`src/rtl/fighter_gfx_pkg.sv`:
```
// Shared types and constants for the fighter sprite engine: colour key,
// animation FSM states and the debug view exported by the top level.
package fighter_gfx_pkg;

    localparam logic [3:0] KEY_R = 4'hF;
    localparam logic [3:0] KEY_G = 4'h0;
    localparam logic [3:0] KEY_B = 4'hF;

    localparam int SCALE_MAX = 3;

    typedef enum logic {
        IDLE = 1'b0,
        PLAY = 1'b1
    } anim_state_t;

    // Debug view: animation FSM state plus the palette index behind the current pixel.
    typedef struct packed {
        anim_state_t state;
        logic [3:0]  pix_index;
    } fse_dbg_t;

    function automatic logic is_key(input logic [3:0] r, input logic [3:0] g, input logic [3:0] b);
        return (r == KEY_R) && (g == KEY_G) && (b == KEY_B);
    endfunction

endpackage

```
`src/rtl/sprite_anim_ctrl.sv`:
```
// Animation sequencer: steps through NUM_FRAMES frames, each held for
// HOLD_TICKS frame_tick pulses, looping or playing once.
module sprite_anim_ctrl
    import fighter_gfx_pkg::*;
#(
    parameter int NUM_FRAMES = 4,
    parameter int HOLD_TICKS = 6,
    parameter int FRAME_W    = (NUM_FRAMES > 1) ? $clog2(NUM_FRAMES) : 1
) (
    input  logic               clk,
    input  logic               rst,
    input  logic               frame_tick_i,
    input  logic               anim_start_i,
    input  logic               anim_loop_i,
    output logic [FRAME_W-1:0] anim_frame_o,
    output logic               anim_busy_o,
    output logic               anim_done_o,
    output anim_state_t        state_o
);

    localparam int HOLD_W = (HOLD_TICKS > 1) ? $clog2(HOLD_TICKS) : 1;
    localparam logic [HOLD_W-1:0]  HOLD_LAST  = HOLD_W'(HOLD_TICKS - 1);
    localparam logic [FRAME_W-1:0] FRAME_LAST = FRAME_W'(NUM_FRAMES - 1);

    anim_state_t        state_q, state_d;
    logic [FRAME_W-1:0] frame_q, frame_d;
    logic [HOLD_W-1:0]  hold_q, hold_d;
    logic               done_q, done_d;

    always_ff @(posedge clk or posedge rst) begin
        if (rst) begin
            state_q <= IDLE;
            frame_q <= '0;
            hold_q  <= '0;
            done_q  <= 1'b0;
        end else begin
            state_q <= state_d;
            frame_q <= frame_d;
            hold_q  <= hold_d;
            done_q  <= done_d;
        end
    end

    always_comb begin
        state_d = state_q;
        frame_d = frame_q;
        hold_d  = hold_q;
        done_d  = 1'b0;
        // A start pulse overrides any tick arriving in the same cycle.
        if (anim_start_i) begin
            state_d = PLAY;
            frame_d = '0;
            hold_d  = '0;
        end else begin
            case (state_q)
                IDLE: begin
                    frame_d = '0;
                    hold_d  = '0;
                end
                PLAY: begin
                    if (frame_tick_i) begin
                        if (hold_q == HOLD_LAST) begin
                            hold_d = '0;
                            if (frame_q == FRAME_LAST) begin
                                frame_d = '0;
                                if (!anim_loop_i) begin
                                    state_d = IDLE;
                                    done_d  = 1'b1;
                                end
                            end else begin
                                frame_d = frame_q + 1'b1;
                            end
                        end else begin
                            hold_d = hold_q + 1'b1;
                        end
                    end
                end
                default: begin
                    state_d = IDLE;
                    frame_d = '0;
                    hold_d  = '0;
                end
            endcase
        end
    end

    assign anim_frame_o = frame_q;
    assign anim_busy_o  = (state_q == PLAY);
    assign anim_done_o  = done_q;
    assign state_o      = state_q;

endmodule

```
`src/rtl/fighter_sprite_engine.sv`:
```
// Fighter sprite renderer: maps the VGA pixel into a multi-frame sprite ROM with
// power-of-two scaling, mirroring and colour-key transparency; latency ROM_LAT+2.
module fighter_sprite_engine
    import fighter_gfx_pkg::*;
#(
    parameter int SPR_W       = 92,
    parameter int SPR_H       = 120,
    parameter int SCALE_SHIFT = 1,
    parameter int NUM_FRAMES  = 4,
    parameter int HOLD_TICKS  = 6,
    parameter int ROM_LAT     = 1,
    parameter int ADDR_W      = $clog2(SPR_W * SPR_H * NUM_FRAMES),
    parameter int FRAME_W     = (NUM_FRAMES > 1) ? $clog2(NUM_FRAMES) : 1
) (
    input  logic               vga_clk,
    input  logic               reset,
    input  logic [9:0]         DrawX,
    input  logic [9:0]         DrawY,
    input  logic [9:0]         PosX,
    input  logic [9:0]         PosY,
    input  logic               blank,
    input  logic               frame_tick,
    input  logic               anim_start,
    input  logic               anim_loop,
    input  logic               facing_left,
    output logic [ADDR_W-1:0]  rom_address,
    input  logic [3:0]         rom_q,
    input  logic [3:0]         pal_r,
    input  logic [3:0]         pal_g,
    input  logic [3:0]         pal_b,
    output logic [3:0]         red,
    output logic [3:0]         green,
    output logic [3:0]         blue,
    output logic               sprite_on,
    output logic [FRAME_W-1:0] anim_frame,
    output logic               anim_busy,
    output logic               anim_done,
    output fse_dbg_t           dbg
);

    localparam int S         = (SCALE_SHIFT > SCALE_MAX) ? SCALE_MAX : SCALE_SHIFT;
    localparam int FRAME_PIX = SPR_W * SPR_H;

    anim_state_t        anim_state;
    logic [FRAME_W-1:0] frame_lat_q;
    logic [ADDR_W-1:0]  rom_address_q, addr_d;
    logic [ROM_LAT:0]   vis_q;
    logic [3:0]         red_q, green_q, blue_q, pix_idx_q;
    logic               sprite_on_q, pix_on;
    logic [10:0]        x_end, y_end;
    logic [9:0]         dx, dy, sx, sy;
    logic               hit;

    sprite_anim_ctrl #(
        .NUM_FRAMES (NUM_FRAMES),
        .HOLD_TICKS (HOLD_TICKS),
        .FRAME_W    (FRAME_W)
    ) u_anim (
        .clk          (vga_clk),
        .rst          (reset),
        .frame_tick_i (frame_tick),
        .anim_start_i (anim_start),
        .anim_loop_i  (anim_loop),
        .anim_frame_o (anim_frame),
        .anim_busy_o  (anim_busy),
        .anim_done_o  (anim_done),
        .state_o      (anim_state)
    );

    // 11-bit box bounds so a sprite near the right/bottom edge never wraps to column 0.
    always_comb begin
        x_end = {1'b0, PosX} + 11'(SPR_W << S);
        y_end = {1'b0, PosY} + 11'(SPR_H << S);
        hit   = ({1'b0, DrawX} >= {1'b0, PosX}) && ({1'b0, DrawX} < x_end) &&
                ({1'b0, DrawY} >= {1'b0, PosY}) && ({1'b0, DrawY} < y_end);
        dx    = DrawX - PosX;
        dy    = DrawY - PosY;
        sx    = dx >> S;
        sy    = dy >> S;
        if (facing_left) begin
            sx = 10'(SPR_W - 1) - sx;
        end
        addr_d = '0;
        if (hit) begin
            addr_d = ADDR_W'(frame_lat_q) * ADDR_W'(FRAME_PIX)
                   + ADDR_W'(sy) * ADDR_W'(SPR_W)
                   + ADDR_W'(sx);
        end
    end

    assign pix_on = vis_q[ROM_LAT] && !is_key(pal_r, pal_g, pal_b);

    always_ff @(posedge vga_clk or posedge reset) begin
        if (reset) begin
            rom_address_q <= '0;
            frame_lat_q   <= '0;
            vis_q         <= '0;
            red_q         <= '0;
            green_q       <= '0;
            blue_q        <= '0;
            pix_idx_q     <= '0;
            sprite_on_q   <= 1'b0;
        end else begin
            rom_address_q <= addr_d;
            // Frame only changes outside active video so a sprite never tears mid-frame.
            if (!blank) begin
                frame_lat_q <= anim_frame;
            end
            vis_q       <= {vis_q[ROM_LAT-1:0], hit & blank};
            sprite_on_q <= pix_on;
            red_q       <= pix_on ? pal_r : 4'h0;
            green_q     <= pix_on ? pal_g : 4'h0;
            blue_q      <= pix_on ? pal_b : 4'h0;
            pix_idx_q   <= pix_on ? rom_q : 4'h0;
        end
    end

    assign rom_address = rom_address_q;
    assign red         = red_q;
    assign green       = green_q;
    assign blue        = blue_q;
    assign sprite_on   = sprite_on_q;

    always_comb begin
        dbg           = '0;
        dbg.state     = anim_state;
        dbg.pix_index = pix_idx_q;
    end

endmodule

```
`config.mk`:
```
export PLATFORM = sky130hd
export DESIGN_NAME = fighter_sprite_engine
export DESIGN_NICKNAME = d
export VERILOG_FILES = /design/src/rtl/fighter_gfx_pkg.sv /design/src/rtl/sprite_anim_ctrl.sv /design/src/rtl/fighter_sprite_engine.sv
export SDC_FILE = /design/constraint.sdc
export NUM_CORES = 1
export LEC_CHECK = 0
export BUFFER_PORTS_ARGS = -buffer_cell sky130_fd_sc_hd__buf_2
export CORE_ASPECT_RATIO = 2
export CORE_MARGIN = 2
export CORE_UTILIZATION = 45
export DETAILED_ROUTE_END_ITERATION = 8
export HOLD_SLACK_MARGIN = 0.02
export PLACE_DENSITY = 0.67
export SKIP_CTS_REPAIR_TIMING = 1
export SYNTH_ARGS = -nofsm -noshare
export SYNTH_HDL_FRONTEND = slang
export SYNTH_SLANG_ARGS = --single-unit
```
`constraint.sdc`:
```
create_clock -name vga_clk -period 3.8 [get_ports vga_clk]
set_input_delay 0.57 -clock vga_clk [delete_from_list [all_inputs] [get_ports vga_clk]]
set_output_delay 0.57 -clock vga_clk [all_outputs]
set_load 0.02 [all_outputs]
```
Word level (Yosys, flattened, before mapping)
Cells that the tools add are included.
{"block": "word_totals", "input_bits": 63, "reg_bits": 44, "elab_cells": 71}
{"block": "classes", "n_eq_ne": 6, "order_cmp": 4, "n_mux": 27, "n_bitwise": 2, "mul": 2, "n_reduce_logical": 9, "add_sub_neg": 9}
{"op": "$add 10x8->11 const B", "n": 2}
{"op": "$lt 10x11->1", "n": 2}
{"op": "$ge 10x10->1", "n": 2}
{"op": "$sub 10x10->10", "n": 2}
{"op": "$add 16x10->16", "n": 1}
{"op": "$add 16x16->16", "n": 1}
{"op": "$mux 16", "n": 1}
{"op": "$mux 4", "n": 4}
{"op": "$mul 9x5->14 const B", "n": 1}
{"op": "$mux 1", "n": 12}
{"op": "$mul 2x9->11 const B", "n": 1}
{"op": "$mux 10", "n": 1}
{"op": "$sub 7x9->10 const A", "n": 1}
{"op": "$mux 3", "n": 3}
{"op": "$eq 4x4->1 const B", "n": 2}
{"op": "$mux 2", "n": 4}
{"op": "$logic_and 1x1->1", "n": 6}
{"op": "$ne 3x3->1 const B", "n": 2}
{"op": "$pmux 3 s2", "n": 1}
{"op": "$logic_not 4->1", "n": 1}
{"op": "$pmux 2 s2", "n": 1}
{"op": "$add 3x1->3 const B", "n": 1}
{"op": "$eq 3x3->1 const B", "n": 1}
{"op": "$add 2x1->2 const B", "n": 1}
{"op": "other kinds (5)", "n": 5}

Depth between registers and ports, before layout
{"block": "depth", "depth_word": 6, "depth_mapped": 29}

Hierarchy
Synthesis repeated with hierarchy kept, for this count alone.
{"block": "unflattened", "hier_cells": 580, "area_unflattened_um2": 5245.0}
{"module": "fighter_sprite_engine", "seq_area_each_um2": 925.9, "instances": 1, "area_per_inst_um2": 4885.9, "cells_each": 550}
{"module": "sprite_anim_ctrl", "seq_area_each_um2": 175.2, "instances": 1, "area_per_inst_um2": 359.1, "cells_each": 30}

Worst setup path before layout
OpenSTA, ideal clock, no wires.
{"block": "synth_timing", "path_kind": "input to register", "start": "input DrawY[0]", "end": "register rom_address_q[15], in the netlist rom_address[15]", "cell_stages": 29, "slack_ps": -2458, "arrival_time_ps": 6146, "setup_ps": 111, "cell_sequence": "inv_1 -> ha_1 -> fa_1 -> nor2b_1 -> o21ai_1 -> nand2_1 -> a21o_1 -> a21o_1 -> xor2_1 -> ha_1 -> fa_1 -> inv_1 -> fa_1 -> inv_1 -> ha_1 -> o21a_1 -> o21ai_0 -> nor2_1 -> nor2_1 -> o21ai_0 -> xor2_1 -> ha_1 -> ha_1 -> a21oi_1 -> o21ai_1 -> a21oi_1 -> a21oi_1 -> a211o_1 -> a2111oi_2"}
{"block": "synth_via", "elab_chain_len": 5, "elab_cells_between_ends": 9}
{"element": "from (decl)", "line_no": "fighter_sprite_engine.sv:18", "rtl": "input logic [9:0] DrawY,"}
{"element": "$sub 10x10->10", "line_no": "fighter_sprite_engine.sv:77", "rtl": "dy = DrawY - PosY;"}
{"element": "$mul 9x5->14", "line_no": "fighter_sprite_engine.sv:86", "rtl": "+ ADDR_W'(sy) * ADDR_W'(SPR_W)"}
{"element": "$add 16x16->16", "line_no": "fighter_sprite_engine.sv:86"}
{"element": "$add 16x10->16", "line_no": "fighter_sprite_engine.sv:87", "rtl": "+ ADDR_W'(sx);"}
{"element": "$mux 16 *", "line_no": "fighter_sprite_engine.sv:84", "rtl": "if (hit) begin"}
{"element": "net addr_d[15]", "line_no": "fighter_sprite_engine.sv:46", "rtl": "logic [ADDR_W-1:0] rom_address_q, addr_d;"}
{"element": "to (signal assigned)", "line_no": "fighter_sprite_engine.sv:104", "rtl": "rom_address_q <= addr_d;"}
{"element": "to (decl)", "line_no": "fighter_sprite_engine.sv:46"}
Mark *: on every way through the listed nets, which the timed path passes. The rest lies on a longest branch.
A chain may end at the register's enable or synchronous reset.

Final worst setup path
{"block": "layout_timing", "start": "input PosY[2]", "end": "register rom_address_q[15], in the netlist rom_address[15]"}
{"block": "layout_via", "elab_chain_len": 5, "elab_cells_between_ends": 10}
{"element": "from (decl)", "line_no": "fighter_sprite_engine.sv:20", "rtl": "input logic [9:0] PosY,"}
{"element": "$sub 10x10->10", "line_no": "fighter_sprite_engine.sv:77"}
{"element": "$mul 9x5->14", "line_no": "fighter_sprite_engine.sv:86"}
{"element": "$add 16x16->16", "line_no": "fighter_sprite_engine.sv:86"}
{"element": "$add 16x10->16", "line_no": "fighter_sprite_engine.sv:87"}
{"element": "$mux 16 *", "line_no": "fighter_sprite_engine.sv:84"}
{"element": "net addr_d[15]", "line_no": "fighter_sprite_engine.sv:46"}
Marked as above.

==> metrics.log <==
INFO  metric post_synth_num_cell_types = 65
INFO  metric worst_path_max_delay_cell = sky130_fd_sc_hd__fa_1
INFO  metric inserted_diodes = 0
INFO  metric worst_setup_path_startpoint = PosY[2]
INFO  metric ratio_of_cells_with_drive_above_1_in_the_final_layout = 47.7%
INFO  metric synth.ff_latch_count = 44
INFO  metric post-route-period-util = 154%
INFO  metric dpl.cell_count = slightly below 1000
INFO  metric worst_r2r_path_depth = 10
INFO  metric clock_tree_from_tritoncts = yes
INFO  metric max-clock-path-buffers = 2
INFO  metric nature_of_the_critical_path_endpoint = flop
INFO  metric detailed_place_hpwl = between 10000 and 15000 µm
INFO  metric ys_top_cells_by_area = sky130_fd_sc_hd__ha_1, sky130_fd_sc_hd__dfrtp_1, sky130_fd_sc_hd__fa_1
INFO  metric crit-reg2reg-launch = frame_lat_q[0]
INFO  metric routedWlPerCell = 14.8 µm
INFO  metric slowest_delay = about 500 ps
INFO  metric finalHoldViolCount = 0
INFO  metric post_synth.cell_area_avg = roughly 9.2 µm²
INFO  metric core_area = 0.0116 mm²
INFO  metric finClkSkew = 1.76 ps
INFO  metric placementRows = 56
INFO  metric worst_slew_pin_slew = 1360 ps
INFO  metric yosysWarnings = 0
INFO  metric run_status = finished with violations
INFO  metric timing.final.ws_setup = -2060 ps
INFO  metric setup_viol_count_final = 11
INFO  metric synth_top_area_cell = sky130_fd_sc_hd__ha_1
INFO  metric synth_top_cell_area_share = between 20% and 30%
INFO  metric dominantRegCellSynth = sky130_fd_sc_hd__dfrtp_1
INFO  metric timing.rr.end = rom_address[13]
INFO  metric hold_path.class = reg2reg
INFO  metric rrSetupSlack = 750 ps
INFO  metric grtUsageTotal = between 10% and 20%
INFO  metric detailroute.via_count = 5250
INFO  metric vert_die_dim = 158 µm
INFO  metric clock_sink_total = between 40 and 50
INFO  metric fmax = between 0.15 and 0.2 GHz
INFO  metric nets = 1013
INFO  metric synth_nets = between 700 and 800
INFO  metric synthCells = 579
INFO  metric startpoint_type = input port
INFO  metric crit_path_max_fanout = 3
INFO  metric cts-htree-levels = 2
INFO  metric grt_remaining_overflow = 0
INFO  metric holdCritStartpoint = vis_q[0]
INFO  metric violations = negative setup slack
INFO  metric synth_enable_flop_cells = 0
INFO  metric grt_first_pass_wirelength = 20400 µm
INFO  metric drt_iter0_drc = 137
INFO  metric floorplan.initialDensity = between 40% and 50%
INFO  metric synth.cell_area = 0.00531 mm²
INFO  metric worst-endpoint-arrival = 6040 ps
INFO  metric worst_path_dominant_cell_family = adder cells
INFO  metric final_cell_count_no_fill = 988
INFO  metric worst_hold_path.endpoint = vis_q[1]
INFO  metric final_period_minus_worst_setup_slack = about 5900 ps
INFO  metric clk_root_buffer_cell = sky130_fd_sc_hd__clkbuf_16
INFO  metric crit_path_buf_inv_count = 4
INFO  metric detail_route.wirelength = 14600 µm
INFO  metric floorplan.die_area = 0.0127 mm²
INFO  metric min_path_cells = 0
INFO  metric asyncSetResetFlopFracSynth = 100%
INFO  metric routabilityCongestion = 0.877
INFO  metric detailed_routing_iteration_count_for_the_pre_antenna_repair_pass = 4
INFO  metric max_cap_viol_count = 0
INFO  metric critical_path.most_common_cell = sky130_fd_sc_hd__o21ai_2
INFO  metric die_width = between 80 and 90 µm
INFO  metric route.antenna.remaining_nets = 0
INFO  metric antenna_found_initial = 0
INFO  metric synth_seq_area_share = between 20% and 30%
INFO  metric cts.reportedPaths.clkPinSlew = 60 ps
INFO  metric slew_headroom = 9.48%
INFO  metric drc = 0
INFO  metric crit_type = in2reg
INFO  metric synthToLayoutAreaGrowth = 52.2%
INFO  metric grt_max_degree = 45
INFO  metric drt-vias-per-instance = 5.31
INFO  metric slew_viol_final = 0
INFO  metric worstPathRequired = 3980 ps
INFO  metric clk-insertion-delay-late = about 280 ps
INFO  metric detailedPlace.worstSlack = -2490 ps
INFO  metric ioPinCount = between 100 and 150
INFO  metric vias_in_the_first_global_route = 5091
INFO  metric rsz_0062_raised_after_global_routing = yes
INFO  metric port_buffers = 100
INFO  metric numCtsBuffers = 5
cells in the mapped netlist, types with 5 or more instances:
library cell,count
sky130_fd_sc_hd__nor2_1,30
sky130_fd_sc_hd__xor2_1,15
sky130_fd_sc_hd__nor2b_1,10
sky130_fd_sc_hd__o21ai_1,6
sky130_fd_sc_hd__or3_1,6
sky130_fd_sc_hd__ha_1,89
sky130_fd_sc_hd__a21o_1,17
sky130_fd_sc_hd__fa_1,19
sky130_fd_sc_hd__a21oi_1,22
sky130_fd_sc_hd__nand2b_1,6
sky130_fd_sc_hd__a211oi_1,6
sky130_fd_sc_hd__dfrtp_1,44
sky130_fd_sc_hd__xnor2_1,37
sky130_fd_sc_hd__inv_1,79
sky130_fd_sc_hd__and2_1,16
sky130_fd_sc_hd__o21a_1,10
sky130_fd_sc_hd__nand2_1,20
sky130_fd_sc_hd__buf_2,5
sky130_fd_sc_hd__a31oi_1,7
sky130_fd_sc_hd__o21ai_0,18
sky130_fd_sc_hd__nor4_2,9
sky130_fd_sc_hd__nor4b_1,6
sky130_fd_sc_hd__nor3_1,17
cells in the final DEF, fill, tap and decap left out, types with 14 or more instances in the layout:
cell,count
sky130_fd_sc_hd__ha_1,67
sky130_fd_sc_hd__dfrtp_1,44
sky130_fd_sc_hd__fa_1,17
sky130_fd_sc_hd__xnor2_1,30
sky130_fd_sc_hd__buf_4,159
sky130_fd_sc_hd__nor3_1,14
sky130_fd_sc_hd__nor2_1,24
sky130_fd_sc_hd__inv_1,62
sky130_fd_sc_hd__buf_2,96
sky130_fd_sc_hd__a21o_1,17
sky130_fd_sc_hd__and2_1,16
sky130_fd_sc_hd__ha_4,21
sky130_fd_sc_hd__nand2_1,17
through the flow:
stage / utilization, % / setup TNS (ps) / instance area, µm² / hold slack, ps
2_1_floorplan: - / -14420 / 5410 / 331
3_3_place_gp: 61.7 / -19110 / 7180 / 336
3_5_place_dp: 61.7 / -20440 / 7180 / 338
4_1_cts: 63.0 / -17240 / 7330 / 353
5_1_grt: 69.5 / -16680 / 8090 / 356
6_report: 69.5 / -15070 / 8090 / 352
routing by layer:
layer	vias up	wire, µm	GRT usage [%]
met3	35	415	0.627
met5	-	0	0
li1	2551	-	-
met4	0	493	7.99
met2	131	8910	43.4
met1	2533	4770	17.5
logic make-up after synthesis:
family	Yosys count	share of synthesized area, %
and+or+nand+nor	156	18.0
xor gates and xnor gates	52	8.57
muxes	5	0.989
AOI/OAI and AO/OA	121	16.0
buffers and inverters	93	7.63
adders and majority gates	108	28.1
DFF	44	20.7
registers in the layout, indices dropped and copies added (netlist names):
register             count
vis_q                    2
u_anim.hold_q            3
rom_address             16
red                      4
u_anim.anim_done_o       1
blue                     4
sprite_on                1
pix_idx_q                4
u_anim.anim_frame_o      2
frame_lat_q              2
green                    4
u_anim.anim_busy_o       1
worst max path at each step:
| stage | endpoint | cells past startpoint |
|---|---|---|
| global placement | rom_address[15] | 30 |
| global route | rom_address[15] | 29 |
| detailed placement | rom_address[15] | 30 |
| CTS | rom_address[15] | 30 |
| finish | rom_address[15] | 29 |
| floorplan | rom_address[15] | 29 |
final cells by class:
class / instances / area, µm²
clock buffers: 6 / 139
well taps: 145 / 181
repair buffers: 270 / 1850
multi-input cells: 442 / 4490
fillers: 848 / 3540
clock inverters: 2 / 15.0
flip-flops and latches: 44 / 1100
inverters: 79 / 309
Power is left out: the tool's default activity adds up to more than one toggle a clock period on the data nets, which glitch-free logic cannot reach.
